## src/rtl/tx_sched_pkg.sv

```systemverilog
// Shared types and fixed ordered-set symbols for the TX ordered-set scheduler.
package tx_sched_pkg;

  typedef enum logic [1:0] {
    ST_IDLE    = 2'd0,
    ST_DATA    = 2'd1,
    ST_DRAIN   = 2'd2,
    ST_OS_SEND = 2'd3
  } state_e;

  typedef enum logic [1:0] {
    OS_NONE  = 2'd0,
    OS_SKP   = 2'd1,
    OS_TS    = 2'd2,
    OS_EIEOS = 2'd3
  } os_type_e;

  // Per-lane symbols; EIEOS alternates 00/FF across lanes starting at lane 0.
  localparam logic [7:0] SKP_SYM        = 8'hAA;
  localparam logic [7:0] EIEOS_SYM_EVEN = 8'h00;
  localparam logic [7:0] EIEOS_SYM_ODD  = 8'hFF;

endpackage

```

## src/rtl/os_payload_mux.sv

```systemverilog
// Selects the ordered-set payload by type; zero whenever no OS is driven.
module os_payload_mux
  import tx_sched_pkg::*;
#(
  parameter int unsigned SYMBOL_WIDTH = 8,
  parameter int unsigned MAX_LANES    = 32
) (
  input  os_type_e                            i_Os_Type,
  input  logic                                i_Enable,
  input  logic [SYMBOL_WIDTH*MAX_LANES-1:0]   i_TS_OS,
  output logic [SYMBOL_WIDTH*MAX_LANES-1:0]   o_OS
);

  localparam int unsigned OS_W = SYMBOL_WIDTH * MAX_LANES;

  logic [OS_W-1:0] w_skp_pat;
  logic [OS_W-1:0] w_eieos_pat;

  for (genvar l = 0; l < MAX_LANES; l++) begin : g_lane
    assign w_skp_pat[l*SYMBOL_WIDTH +: SYMBOL_WIDTH] = SYMBOL_WIDTH'(SKP_SYM);
    if ((l % 2) == 0) begin : g_even
      assign w_eieos_pat[l*SYMBOL_WIDTH +: SYMBOL_WIDTH] = SYMBOL_WIDTH'(EIEOS_SYM_EVEN);
    end else begin : g_odd
      assign w_eieos_pat[l*SYMBOL_WIDTH +: SYMBOL_WIDTH] = SYMBOL_WIDTH'(EIEOS_SYM_ODD);
    end
  end

  always_comb begin
    o_OS = '0;
    if (i_Enable) begin
      case (i_Os_Type)
        OS_SKP:   o_OS = w_skp_pat;
        OS_TS:    o_OS = i_TS_OS;
        OS_EIEOS: o_OS = w_eieos_pat;
        default:  o_OS = '0;
      endcase
    end
  end

endmodule

```

## src/rtl/tx_os_scheduler.sv

```systemverilog
// Arbitrates the TX datapath between DLL data blocks and SKP/TS/EIEOS ordered sets,
// waiting for packet boundaries before inserting an OS.
module tx_os_scheduler
  import tx_sched_pkg::*;
#(
  parameter int unsigned SYMBOL_WIDTH = 8,
  parameter int unsigned MAX_LANES    = 32,
  parameter int unsigned SKP_INTERVAL = 370,
  parameter int unsigned OS_CYCLES    = 1,
  parameter int unsigned CNT_WIDTH    = 9
) (
  input  logic                              CLK,
  input  logic                              RST,
  input  logic                              i_EN,
  input  logic                              i_Data_Req,
  input  logic                              i_Pkt_Boundary,
  input  logic                              i_TS_Req,
  input  logic [SYMBOL_WIDTH*MAX_LANES-1:0] i_TS_OS,
  input  logic                              i_EIEOS_Req,
  input  logic                              i_Tx_Full,
  output logic                              o_Data_Grant,
  output logic                              o_Os_Enable,
  output logic [SYMBOL_WIDTH*MAX_LANES-1:0] o_OS,
  output logic [1:0]                        o_Os_Type,
  output logic                              o_Idle_Cnt_Enable,
  output logic                              o_Skp_Pending
);

  localparam int unsigned OCW = (OS_CYCLES > 1) ? $clog2(OS_CYCLES) : 1;

  state_e               r_state;
  os_type_e             r_os_type;
  logic [CNT_WIDTH-1:0] r_skp_cnt;
  logic [OCW-1:0]       r_os_cnt;
  logic                 r_skp_pend;
  logic                 r_eieos_pend;

  logic     w_data_st;
  logic     w_grant;
  logic     w_idle;
  logic     w_os_en;
  logic     w_skp_hit;
  logic     w_os_done;
  logic     w_eieos_nxt;
  logic     w_skp_nxt;
  logic     w_any_pend;
  os_type_e w_sel;

  // Pending-flag lookahead: includes this cycle's arrivals and excludes the OS just finished.
  always_comb begin
    w_data_st   = (r_state == ST_DATA) || (r_state == ST_DRAIN);
    w_grant     = w_data_st && i_Data_Req && !i_Tx_Full;
    w_idle      = w_data_st && !i_Data_Req && !i_Tx_Full;
    w_os_en     = (r_state == ST_OS_SEND) && !i_Tx_Full;
    w_skp_hit   = (r_state == ST_DATA) && !i_Tx_Full &&
                  (r_skp_cnt == CNT_WIDTH'(SKP_INTERVAL - 1));
    w_os_done   = w_os_en && (r_os_cnt == OCW'(OS_CYCLES - 1));
    w_eieos_nxt = (r_eieos_pend || i_EIEOS_Req) && !(w_os_done && (r_os_type == OS_EIEOS));
    w_skp_nxt   = (r_skp_pend || w_skp_hit) && !(w_os_done && (r_os_type == OS_SKP));
    w_any_pend  = w_eieos_nxt || i_TS_Req || w_skp_nxt;
    w_sel       = OS_NONE;
    if (w_eieos_nxt) begin
      w_sel = OS_EIEOS;
    end else if (i_TS_Req) begin
      w_sel = OS_TS;
    end else if (w_skp_nxt) begin
      w_sel = OS_SKP;
    end
  end

  always_ff @(posedge CLK) begin
    if (RST || !i_EN) begin
      r_state      <= ST_IDLE;
      r_os_type    <= OS_NONE;
      r_skp_cnt    <= '0;
      r_os_cnt     <= '0;
      r_skp_pend   <= 1'b0;
      r_eieos_pend <= 1'b0;
    end else begin
      r_eieos_pend <= w_eieos_nxt;
      r_skp_pend   <= w_skp_nxt;
      if ((r_state == ST_DATA) && !i_Tx_Full) begin
        r_skp_cnt <= w_skp_hit ? '0 : r_skp_cnt + CNT_WIDTH'(1);
      end
      if (w_os_en) begin
        r_os_cnt <= w_os_done ? '0 : r_os_cnt + OCW'(1);
      end
      case (r_state)
        ST_IDLE: r_state <= ST_DATA;
        ST_DATA: begin
          if (w_any_pend) begin
            if (i_Pkt_Boundary) begin
              r_state   <= ST_OS_SEND;
              r_os_type <= w_sel;
            end else begin
              r_state <= ST_DRAIN;
            end
          end
        end
        ST_DRAIN: begin
          // A request that went away while draining sends us back to plain data.
          if (i_Pkt_Boundary && w_grant) begin
            if (w_any_pend) begin
              r_state   <= ST_OS_SEND;
              r_os_type <= w_sel;
            end else begin
              r_state <= ST_DATA;
            end
          end
        end
        ST_OS_SEND: begin
          if (w_os_done) begin
            if (w_any_pend) begin
              r_os_type <= w_sel;
            end else begin
              r_state   <= ST_DATA;
              r_os_type <= OS_NONE;
            end
          end
        end
        default: r_state <= ST_IDLE;
      endcase
    end
  end

  logic w_os_en_out;
  assign w_os_en_out       = !RST && w_os_en;
  assign o_Data_Grant      = !RST && w_grant;
  assign o_Idle_Cnt_Enable = !RST && w_idle;
  assign o_Os_Enable       = w_os_en_out;
  assign o_Os_Type         = w_os_en_out ? r_os_type : OS_NONE;
  assign o_Skp_Pending     = r_skp_pend;

  os_payload_mux #(
    .SYMBOL_WIDTH (SYMBOL_WIDTH),
    .MAX_LANES    (MAX_LANES)
  ) u_os_payload_mux (
    .i_Os_Type (r_os_type),
    .i_Enable  (w_os_en_out),
    .i_TS_OS   (i_TS_OS),
    .o_OS      (o_OS)
  );

endmodule

```

## config.mk

```make
export PLATFORM = sky130hd
export DESIGN_NAME = tx_os_scheduler
export DESIGN_NICKNAME = d
export VERILOG_FILES = /design/src/rtl/tx_sched_pkg.sv /design/src/rtl/os_payload_mux.sv /design/src/rtl/tx_os_scheduler.sv
export SDC_FILE = /design/constraint.sdc
export NUM_CORES = 1
export LEC_CHECK = 0
export ABC_AREA = 0
export CAP_MARGIN = 20
export CORE_AREA = 4 4 205 207
export DETAILED_ROUTE_END_ITERATION = 8
export DIE_AREA = 0 0 209 211
export PLACE_DENSITY = 0.37
export SYNTH_ARGS = -nofsm -noshare
export SYNTH_HDL_FRONTEND = slang
export SYNTH_SLANG_ARGS = --single-unit
```

## constraint.sdc

```tcl
create_clock -name CLK -period 2.2 [get_ports CLK]
set_input_delay 0.22 -clock CLK [delete_from_list [all_inputs] [get_ports CLK]]
set_output_delay 0.22 -clock CLK [all_outputs]
set_load 0.01 [all_outputs]
```

==> summary.md <==
| Metric | Value |
|---|---|
| Mapped Area | 0.00309 mm2 |
| Final nets | 1,360 |
| Final Hold Violating Endpoints | 0 |
| ANT nets after route | 0 |
| Simple-Gate Fraction of Synth Area | approximately 45% |
| XOR/XNOR share of the synthesized area | 1.14% |
| DR iter-0 viols | between 200 and 250 |
| Die X-Extent | 209 um |
| R2r endpoint | r_state[1] |
| Hold Path Depth | 2 |
| Reg2reg start | r_skp_cnt[1] |
| RSZ-0062 raised after global routing | true |
| GRT Residual Overflow | 0 |
| DR pass1 iterations | 4 |
| Combinational fraction of design power | 50.3% |
| Register-to-Register Setup Slack | -10 ps |
| Input/output buffers | 525 |
| Placed Instances | 1,602 |
| Slew Viols, Final | 0 |
| Relative slew slack | 73.5% |
| # IOs | 526 |
| Global-route met3 utilization | 2.87% |
| Final min period | 2210 ps |
| Via count | 5,955 |
| Worst hold endpoint | r_os_cnt |
| Layout cell share with drive strength beyond 1 | 8.91% |
| Overall Global Routing Usage | 11.7% |
| Worst-path clk slew | 50 ps |
| Largest family of logic cells by synthesized area | simple AND/OR/NAND/NOR gates |
| Cts hold-fix bufs | 0 |
| H-Tree Depth | 1 |
| Gr busiest metal | met2 |
| Num CTS Buffers | 3 |
| Gpl congestion | just under 0.9 |
| Routed WL | 28.5 mm |
| Commonest cells after routing, fill and taps aside | clkdlybuf4s50_1 (266), dlygate4sd2_1 (181), nor2_1 (137) |
| Final std cells w/o fill | 1,622 |
| Die Height | ~210 um |
| Synthesized flop and latch total | 16 |
| FF/Latch Area | about 320 um2 |
| Netlist cell types | 32 |
| Ys Warns | 0 |
| Vias in the first global route | 6,187 |
| Path type of the worst setup path | flop to flop |
| Tightest Pin Transition | 397 ps |
| CTS root buffer | clkbuf_16 |
| Post-Synthesis Net Count | 830 |
| M1 GR Usage | 13.3% |
| Cells on worst reg2reg path | 8 |
| Power share of the clock group | approximately 28% |
| Worst EP required | 2330 ps |
| VDD IR-drop max | 0.257 mV |
| Hold path start | r_os_cnt |
| Seq pwr share | 21.5% |
| Fill cell count | 4,584 |
| Cells after synthesis | 560 |
| Antenna violations before repair | 4 |
| Syn avg cell area | 5.51 um2 |
| Multi-input logic area | 0.00255 mm2 |
| Initial Util | 7.64% |
| Avg WL per Cell | between 15 and 20 um |
| CP endpoint kind | flop |
| CTS tree | built |
| Min-Delay Path Class | flop to flop |
| P&R area growth vs syn | 211% |
| Final Setup Violations | 1 |
| Power density over the cells | 145 mW/mm2 |
| Clock Skew | 1.45 ps |
| Sequential area share after synthesis | 10.4% |
| CP arrival | 2350 ps |
| Row cnt | 74 |
| Synth Area in Compound Gates | between 30% and 40% |
| Core ar. | 0.0404 mm2 |
| Via density | 3.67 |
| CP startpoint kind | flop |
| Mux share of post-synthesis cell area | 0.689% |
| Core Util, Final | 23.8% |
| Hold Worst Slack | 449 ps |
| LEAKAGE | about 6.0 nW |
| Tcrit/Tclk final | 101% |
| Status | complete, but fails checks |
| Clk buf depth | 2 |
| First-pass GRT wire length | between 40 and 50 mm |
| Fmax | roughly 0.45 GHz |
| Switching fraction of total power | 23.4% |
| Violated checks | setup timing |
| Setup WS post-layout | -13.1 ps |
| Psw | 0.324 mW |
| Later-pin clock latency in the skew report | 240 ps |
| DRC violations left | 0 |
| HPWL after DPL | 23.0 mm |
| Fraction of the mapped netlist area in adder cells | 2.43% |
| CTS sink cnt | 16 |
| Max FO, Critical Path | 4 |
| Commonest non-fill, non-tap cell in the layout | clkdlybuf4s50_1 |
| Max-Cap Viols | 0 |
| Setup TNS Final | -13.1 ps |
| Met2 Use GR | a little under a quarter |
| Internal | 1.06 mW |
| Largest net degree at the start of global routing | 65 |
| DIE AREA | roughly 0.044 mm2 |
[critical path, stage by stage, from the launching register on]
cell and delay (ps):
dfxtp_2 320, inv_2 60, ha_4 120, or4b_4 450
o31a_1 300, buf_4 150, o211ai_1 260, a211oi_2 140
mux2_4 310
[kinds of logic after synthesis]
group | Yosys count
buffers and inverters | 75
AND/OR/NAND/NOR | 306
adder cells (fa/ha/maj) | 6
XOR/XNOR | 4
AO/OA/AOI/OAI | 151
multiplexers | 2
flip-flops | 16
[metrics by stage]
step / instance area, um2 / setup slack, ps / power (mW)
2_1_floorplan: 3100 / 7.70 / 0.425
3_3_place_gp: 9370 / -257 / 0.987
3_5_place_dp: 9370 / -235 / 0.985
4_1_cts: 9390 / -30.7 / 1.40
5_1_grt: 9600 / -61.9 / 1.47
6_report: 9610 / -13.1 / 1.39
[Yosys cell counts]
library cell	n	share of area, %
o2111a_1	3	1.1
o21ai_0	6	0.97
a22oi_1	1	0.24
mux2_2	1	0.36
nand3b_1	1	0.24
o31a_1	1	0.28
dfxtp_1	16	10
nor2_1	140	17
o211ai_1	1	0.24
nand4b_1	1	0.28
and3_1	67	14
ha_1	6	2.4
a211oi_2	1	0.41
inv_1	12	1.5
nor4b_1	1	0.28
nand2b_1	4	0.81
clkbuf_1	51	6.2
nand4_1	4	0.81
a21oi_1	71	12
a21o_1	65	16
or4b_1	1	0.32
o32ai_2	1	0.53
buf_1	12	1.5
nor2b_1	2	0.41
xor2_1	4	1.1
or3b_2	1	0.28
nand2_1	75	9.1
or3_1	5	1.0
mux2i_1	1	0.32
or2_2	1	0.20
nor3_1	3	0.49
o31ai_1	1	0.24
[cell type report]
cell class	count	share of cell area (%)
timing repair buffer	588	61.7
multi-input combinational	469	26.6
tap	532	6.93
sequential	16	3.37
clock buffer	4	0.925
inverter	12	0.495
antenna	1	0.0260
[per-layer routing]
layer	vias up	wire (um)
met2	291	15200
met3	14	2030
met4	2	265
li1	2931	-
met5	-	13
met1	2717	11000
[flip-flops by register name, indices dropped and copies added, names as in the netlist]
register	flops
r_os_cnt	1
r_eieos_pend	1
r_skp_cnt	9
o_Skp_Pending	1
r_state	2
r_os_type	2
[how the worst max path moves through the flow]
stage / to / cells past startpoint / start
after global placement: o_OS[148] / 8 / RST
after global routing: r_state[1] / 8 / r_skp_cnt[1]
after CTS: o_OS[215] / 6 / r_os_type[1]
after floorplan: r_state[1] / 6 / r_state[0]
after detailed placement: o_OS[148] / 8 / RST
final: r_state[1] / 8 / r_skp_cnt[1]
[repair_timing]
item                                    CTS  global route
gates resized for setup                 222            93
pin swaps                                 3             4
endpoints found under the setup margin  255            84
gates cloned                              5             0
buffers inserted                          1             9
[power groups by stage]
stage               sequential, mW  clock, mW  combinational [mW]
global placement             0.304          0               0.683
finish                       0.298      0.392               0.699
CTS                          0.298      0.408               0.698
detailed placement           0.304          0               0.681
floorplan                    0.303          0               0.122
global route                 0.299      0.419               0.752
(Power assumes the default switching activity.)
==> RTL change: new RTL, config.mk and constraints unchanged <==
Register the output `o_Idle_Cnt_Enable`, without a reset; this adds one clock of latency there. The other outputs are not delayed to match.
--- a/src/rtl/tx_os_scheduler.sv
+++ b/src/rtl/tx_os_scheduler.sv
@@ -126,7 +126,9 @@
   logic w_os_en_out;
   assign w_os_en_out       = !RST && w_os_en;
   assign o_Data_Grant      = !RST && w_grant;
-  assign o_Idle_Cnt_Enable = !RST && w_idle;
+  always_ff @(posedge CLK) begin
+    o_Idle_Cnt_Enable <= !RST && w_idle;
+  end
   assign o_Os_Enable       = w_os_en_out;
   assign o_Os_Type         = w_os_en_out ? r_os_type : OS_NONE;
   assign o_Skp_Pending     = r_skp_pend;
Check against the original RTL: not equivalent (a bounded check fails within 4 cycles, from zero or initial values).
==> RTL change against the original RTL <==
Largest cell class unchanged. Sequential cell count grew 1. Clock skew is essentially flat. Highest routed layer unchanged. Design area shrank 1.6%. Critical path depth shrank 2. Utilization shrank 0.38 points. Maximum frequency grew 4.8%. Power shrank 0.51%. Area after synthesis grew 2.4%. Die area is the same. Routed wire length shrank 3.0%. Non-clock buffer count shrank 2. Worst setup slack gained 0.10 ns.
==> RTL change: results (changes against the original RTL) <==
[hold_path]
hold_path.class = in2reg
hold_start = i_Tx_Full

[final_layout]
fill_cells = 4612  ; +0.61%
nets = 1359  ; -0.074%
diodes = 0  ; -1
final_cells = 1620  ; -0.12%
final_layout_size_suffix_gt1_share_pct = 10.6  ; +1.7 points

[power_and_ir_drop]
p_leak_uw = 0.00575  ; -3.5%
vdd_drop_max_mv = 0.189  ; -27%

[drt]
dr_wl_met3_um = 2240  ; +10%
dr.pass1.iters = 4  ; unchanged
wirelength_um = 27600  ; -3.0%
dr_wl_met2_um = 14400  ; -5.1%
met1_length_um = 10600  ; -3.6%
vias = 5842  ; -1.9%
drt_iter0_drc = 263  ; +7.8%

[placed_design]
routabilityCongestion = 0.819  ; -5.9%
pre_cts_ws_ns = -0.254  ; -0.0189 ns
portBuffers = 525  ; unchanged
hpwl_um = 21900  ; -4.9%

[global_routing]
grt_pass1_vias = 6031  ; -2.5%
use_met3_pct = 2.94  ; +0.074 points
use_met1_pct = 12.6  ; -0.75 points
track_usage_pct = 11.1  ; -0.58 points
grt_max_degree = 65  ; unchanged
grt_pass1_wl_um = 38400  ; -4.7%
antenna_found_initial = 1  ; -3
use_met2_pct = 21.2  ; -1.6 points

[outcome]
status = complete, no violations

[timing]
skew_ns = 0.00167  ; +0.000223 ns
final.min_clock_period_ns = 2.11  ; -0.101 ns
worst_pin_slew_ns = 0.385  ; -0.0121 ns

[synth]
synth_area_leaders = nor2_1 17%, a21o_1 15%, and3_1 14%, a21oi_1 11%, dfxtp_1 11%
synthCells = 562  ; +0.36%
yosys.cell_types.count = 40  ; +25%
yosysSeqAreaShare_pct = 10.8  ; +0.40 points
synth_top_area_cell = nor2_1
synth.net_count = 832  ; +0.24%
async_flop_share_pct = 0  ; unchanged
synth_common_cells = 143 x nor2_1, 74 x nand2_1, 69 x a21oi_1, 69 x and3_1, 65 x a21o_1

[critical_path]
crit_start = r_state[1]
cp.arrival_ns = 2.25  ; -0.10 ns
r2r_slack_ns = 0.09  ; +0.10 ns
critical_path.max_fanout = 3  ; -1
reg2reg_depth = 6  ; -2

[clock_tree]
clockBufferDepth = 2  ; unchanged
cts_root_buf = clkbuf_16
cts_htree_levels = 1  ; unchanged

## RTL change: worst min-delay path by stage
stage	to	slack, ns	cells past startpoint
after floorplan	o_Idle_Cnt_Enable	0.30	1
after global placement	r_os_cnt	0.44	2
after detailed placement	r_os_cnt	0.45	2
after CTS	r_os_cnt	0.46	2
after global routing	o_Idle_Cnt_Enable	0.37	3
final	o_Idle_Cnt_Enable	0.34	3
## RTL change: timing repair
item | 4_1_cts | 5_1_grt
pin swaps | 0 | 6
setup endpoints to repair | 259 | 68
resized for setup | 268 | 71
buffers inserted | 5 | 0
gates cloned | 4 | 2
## RTL change: stage by stage
step | power (µW) | util (%) | instance area (µm²)
CTS | 1400 | 23.4 | 9440
global route | 1460 | 23.4 | 9450
detailed placement | 999 | 23.3 | 9390
finish | 1380 | 23.4 | 9450
global placement | 1000 | 23.3 | 9390
floorplan | 450 | - | 3170
## RTL change: worst max-delay path, cell delays in order, from the launching register on
cell      delay, ns
dfxtp_2        0.36
ha_4           0.15
or3b_4         0.40
o32ai_4        0.24
o211ai_2       0.17
a221oi_4       0.36
mux2_4         0.32
## RTL change: logic make-up after synthesis
family | count (synthesis) | share of synthesized area [%]
simple gates | 309 | 44.4
compound gates | 148 | 31.1
buf+inv | 75 | 9.15
flops | 17 | 10.8
fa+ha+maj | 6 | 2.38
xor+xnor | 5 | 1.39
mux | 2 | 0.792
## RTL change: report_power, final
group	internal, µW	switching [µW]
clock network	243	124
logic	493	204
registers	313	5.06
total	1050	333
## RTL change: area by class of cell
cell class	count	share of cell area, %
Clock buffer	3	0.794
Clock inverter	1	0.0529
Inverter	11	0.516
Multi-Input combinational cell	470	27.3
Sequential cell	17	3.64
Tap cell	532	7.04
Timing Repair Buffer	586	60.7
